$ cat src/rtl/spgd_metric_avg.sv
// spgd_metric_avg: SPGD cost-metric averager.
// After a start pulse, waits SETTLE_CYCLES for actuator settling, then
// accumulates 2^LOG2_N valid ADC samples and emits their truncated mean.
// Ports:
//   clk          - system clock, rising edge
//   rst          - asynchronous reset, active high
//   start        - single-cycle measurement request (ignored while busy)
//   sample_in    - unsigned ADC sample
//   sample_valid - sample_in qualifier
//   metric_out   - averaged metric, held until the next result
//   metric_valid - one-cycle strobe marking a new metric_out
//   busy         - high while settling or accumulating
module spgd_metric_avg #(
    parameter int unsigned IN_WIDTH      = 12,
    parameter int unsigned LOG2_N        = 4,
    parameter int unsigned SETTLE_CYCLES = 8,
    parameter int unsigned SETTLE_WIDTH  = 8
) (
    input  logic                clk,
    input  logic                rst,
    input  logic                start,
    input  logic [IN_WIDTH-1:0] sample_in,
    input  logic                sample_valid,
    output logic [IN_WIDTH-1:0] metric_out,
    output logic                metric_valid,
    output logic                busy
);

    localparam int unsigned ACC_W = IN_WIDTH + LOG2_N;
    localparam logic [SETTLE_WIDTH-1:0] SETTLE_LAST =
        SETTLE_WIDTH'((SETTLE_CYCLES == 0) ? 0 : SETTLE_CYCLES - 1);
    localparam logic [LOG2_N-1:0] CNT_LAST = {LOG2_N{1'b1}};

    typedef enum logic [1:0] {
        IDLE   = 2'd0,
        SETTLE = 2'd1,
        ACCUM  = 2'd2
    } state_t;

    state_t                  state_q, state_d;
    logic [SETTLE_WIDTH-1:0] settle_q, settle_d;
    logic [LOG2_N-1:0]       cnt_q, cnt_d;
    logic [ACC_W-1:0]        acc_q, acc_d;
    logic [IN_WIDTH-1:0]     metric_q, metric_d;
    logic                    valid_q, valid_d;
    logic                    busy_q, busy_d;
    logic [ACC_W-1:0]        sum_c;

    // Next-state and datapath logic.
    always_comb begin
        state_d  = state_q;
        settle_d = settle_q;
        cnt_d    = cnt_q;
        acc_d    = acc_q;
        metric_d = metric_q;
        valid_d  = 1'b0;
        // Only consumed when sample_valid is high, so an X on sample_in never reaches acc.
        sum_c    = acc_q + ACC_W'(sample_in);

        case (state_q)
            IDLE: begin
                if (start) begin
                    acc_d    = '0;
                    cnt_d    = '0;
                    settle_d = '0;
                    state_d  = (SETTLE_CYCLES == 0) ? ACCUM : SETTLE;
                end
            end
            SETTLE: begin
                if (settle_q == SETTLE_LAST) begin
                    state_d = ACCUM;
                end else begin
                    settle_d = settle_q + SETTLE_WIDTH'(1);
                end
            end
            ACCUM: begin
                if (sample_valid) begin
                    acc_d = sum_c;
                    cnt_d = cnt_q + LOG2_N'(1);
                    // Nth sample: divide by shifting, truncating the fraction.
                    if (cnt_q == CNT_LAST) begin
                        metric_d = sum_c[ACC_W-1:LOG2_N];
                        valid_d  = 1'b1;
                        state_d  = IDLE;
                    end
                end
            end
            default: begin
                state_d = IDLE;
            end
        endcase

        busy_d = (state_d != IDLE);
    end

    // State and output registers.
    always_ff @(posedge clk or posedge rst) begin
        if (rst) begin
            state_q  <= IDLE;
            settle_q <= '0;
            cnt_q    <= '0;
            acc_q    <= '0;
            metric_q <= '0;
            valid_q  <= 1'b0;
            busy_q   <= 1'b0;
        end else begin
            state_q  <= state_d;
            settle_q <= settle_d;
            cnt_q    <= cnt_d;
            acc_q    <= acc_d;
            metric_q <= metric_d;
            valid_q  <= valid_d;
            busy_q   <= busy_d;
        end
    end

    assign metric_out   = metric_q;
    assign metric_valid = valid_q;
    assign busy         = busy_q;

endmodule

$ cat config.mk
export PLATFORM = sky130hd
export DESIGN_NAME = spgd_metric_avg
export DESIGN_NICKNAME = d
export VERILOG_FILES = /design/src/rtl/spgd_metric_avg.sv
export SDC_FILE = /design/constraint.sdc
export NUM_CORES = 1
export LEC_CHECK = 0
export BUFFER_PORTS_ARGS = -buffer_cell sky130_fd_sc_hd__buf_2
export CORE_MARGIN = 3
export CORE_UTILIZATION = 35
export CTS_CLUSTER_DIAMETER = 50
export DETAILED_ROUTE_END_ITERATION = 6
export GPL_TIMING_DRIVEN = 0
export PLACE_DENSITY = 0.49
export SLEW_MARGIN = 20
export SYNTH_ARGS = -nofsm -noshare
export SYNTH_HDL_FRONTEND = slang
export SYNTH_SLANG_ARGS = --single-unit
$ cat constraint.sdc
create_clock -name clk -period 2.58 [get_ports clk]
set_input_delay 0 -clock clk [delete_from_list [all_inputs] [get_ports clk]]
set_output_delay 0 -clock clk [all_outputs]
set_load 0.03 [all_outputs]
==> impl_metrics.ini <==
[final_layout]
finish.net_count = 318
antennaDiodeCount = 0
drive_gt1_share_pct = 19.79
syn_to_final_growth_pct = 16.04
postLayoutCellArea_um2 = 2915

[clocking]
clock_sinks = 44
ctsRootBufferMaster = clkbuf_8
insertion_delay_ns = 0.30
htree_levels = 2
clk_pin_slew_ns = 0.09
numCtsBuffers = 5
clockBufferDepth = 2
cts_tree = done
cts_resized = 0

[sta]
period_share_pct = 92.14
rsz0062_at_grt = no
timing.setup.tns_ns = 0
slew_violations = 0
fin_crit_ns = 2.377
skew_ns = 0.007351
fmax_mhz = 420.7
setup_viol = 0
hold_viol = 0
slew-limit-headroom_pct = 57.28
worstMarginPinSlew_ns = 0.6380
hold-worst-slack_ns = 0.06291

[synth]
ys_warn_count = 0
syn_area_um2 = 2512
yosysTopAreaCellShare_pct = 43.82
async_reset_ff_share_pct = 100.0
synth_ff_type = dfrtp_1
synth_top_family_by_area = compound AO/OA/AOI/OAI gates
yosys.area_share.simple_pct = 17.78
synth-xor-area-share_pct = 4.532
synth_adder_area_share_pct = 7.769
synth_mux_area_share_pct = 1.793
syn_inst = 249
synth_compound_area_share_pct = 21.76
ys_top_cells_by_count = dfrtp_1 (44), nand2_1 (37), o21ai_0 (15)
synth.avg_cell_area_um2 = 10.09
synth_cell_types = 52
synth.most_common_cell = dfrtp_1
synth_edf_count = 0
synth_seq_area_share_pct = 43.82
ys_seq_elements = 44
yosys.area.top_type = dfrtp_1
synth_area_leaders = dfrtp_1 (44%), ha_1 (7.0%), nand2_1 (5.5%), a22o_1 (3.1%), o21ai_0 (3.0%)
synth_nets = 280

[power_and_ir_drop]
powerDensity_nw_per_um2 = 678.7
seqPwrFrac_pct = 43.3
leakage_nw = 1.368
p_sw_share_pct = 33.91
peakVddDrop_uv = 335.0
clkPwrFrac_pct = 26.7
p_int_mw = 1.308
power_frac_comb_pct = 30.1
p_switching_uw = 671.0

[min_path]
hp-class = input port to flip-flop

[floorplan]
fp.dieW_um = 90.73
start_util_pct = 36.58
die_area_um2 = 8231
die_h_um = 90.73
core_um2 = 6869
fp-row-count = 30
io_pins = 30

[placed_design]
hpwl_um = 4056
gp_congestion = 0.8372
dpl_cell_area_um2 = 2798
port_buffers = 29

[job]
drv_cap = 0

[route]
wl_um = 5490
wl_per_cell_um = 14.30
num_vias = 1909
ant_nets = 0
drc = 0
routed_via_density = 4.971
firstDrtPassIters = 4
drtIter0Drc = 102

[run_status]
status = finished, final reports clean

[critical_path]
cp_slowest_cell = or4_1
path_cells = ha_1 -> inv_1 -> fa_1 -> nor2b_4 -> o211ai_4 -> a31oi_4 -> a31oi_4 -> or4_1 -> nand3_1
required_ns = 2.82
worstPathArrival_ns = 2.62
cp-end-kind = flip-flop
crit_path_frequent_cell = a31oi_4
start_kind = flip-flop
crit_path_max_incr_delay_ns = 0.53
path_max_fanout = 7
path_class = flip-flop to flip-flop

[global_routing]
track_usage_pct = 14.37
grt_pass1_vias = 1897
overflow = 0
grt_max_degree = 27
antenna_found_initial = 0
grt_pass1_wl_um = 9528
what timing repair did:
item / in CTS / in global routing
buffers inserted: 0 / 0
hold buffers: 1 / 0
endpoints found under the setup margin: 0 / 0
endpoints found under the hold margin: 18 / 0
power groups by stage:
| stage | sequential, mW | clock [mW] | combinational, mW |
|---|---|---|---|
| final | 0.856 | 0.527 | 0.595 |
| after global routing | 0.872 | 0.582 | 0.682 |
| after detailed placement | 0.870 | 0 | 0.600 |
| after global placement | 0.869 | 0 | 0.597 |
| after CTS | 0.857 | 0.552 | 0.605 |
| after floorplan | 0.863 | 0 | 0.464 |
per-stage QoR:
| stage | util (%) | total power [mW] | worst slack (ns) | std cells |
|---|---|---|---|---|
| after global routing | 42.44 | 2.136 | 0.05536 | 384 |
| final | 42.44 | 1.979 | 0.2029 | 384 |
| after CTS | 42.44 | 2.015 | 0.1780 | 384 |
| after floorplan | - | 1.327 | 0.3720 | 249 |
| after detailed placement | 40.73 | 1.471 | 0.2099 | 375 |
| after global placement | 40.44 | 1.466 | 0.2263 | 374 |
final cells by class:
type                       instances  area, µm²
buffer                             6      26.28
clock buffer                       6      72.57
clock inverter                     2      35.03
fill                             691       3954
inverter                          10      37.54
multi-input combinational        189       1348
sequential                        44       1101
tap                               96      120.1
timing repair buffer              31      175.2
cell usage in the layout (no fill, tap or decap), drive strengths merged, types with 5 or more instances in the layout:
master,count
ha,14
nand2,38
buf,33
xnor2,6
o211ai,5
nand3,5
dfrtp,44
xor2,7
a31oi,5
a22o,9
inv,10
clkbuf,9
a21oi,10
and3,5
nor2,12
o21ai,19
final timing paths:
| kind | startpoint | cells after the start | slack (ns) | end |
|---|---|---|---|---|
| setup / recovery | acc_q[0] | 9 | 0.20 | acc_q[14] |
| hold / removal | sample_in[0] | 3 | 0.06 | acc_q[0] |
| setup reg to reg | acc_q[0] | 9 | 0.20 | acc_q[14] |
| hold reg to reg | metric_out[8] | 2 | 0.48 | metric_out[8] |
| max in group asynchronous | rst | 4 | 1.85 | cnt_q[0] |
| min in group asynchronous | rst | 3 | 0.24 | metric_out[9] |
cells by family (layout without fill, tap and decap cells):
group | after synthesis | after routing
flops | 44 | 44
compound gates | 69 | 69
buf+inv | 16 | 55
simple gates | 88 | 88
fa+ha+maj | 15 | 15
xor+xnor | 13 | 13
mux | 4 | 4
metal layers:
| metal | GRT usage, % | routed length, µm |
|---|---|---|
| met4 | 4.209 | 66 |
| met2 | 22.11 | 2350 |
| met1 | 20.39 | 2837 |
| met5 | 0 | 0 |
| met3 | 2.833 | 236 |
sequential cells by signal, summed over array words and instances (netlist names):
name / count
cnt_q: 4
settle_q: 8
acc_q: 16
metric_out: 12
state_q: 2
busy: 1
metric_valid: 1
critical path: cells and delay by family, from the launching register on:
| family | cells | cell delay [ns] |
|---|---|---|
| buffers and inverters | 1 | 0.05 |
| adder cells (fa/ha/maj) | 2 | 0.59 |
| flip-flops | 1 | 0.36 |
| AO/OA/AOI/OAI | 3 | 0.53 |
| AND/OR/NAND/NOR | 3 | 0.78 |
Power figures use the tool's default switching activity.
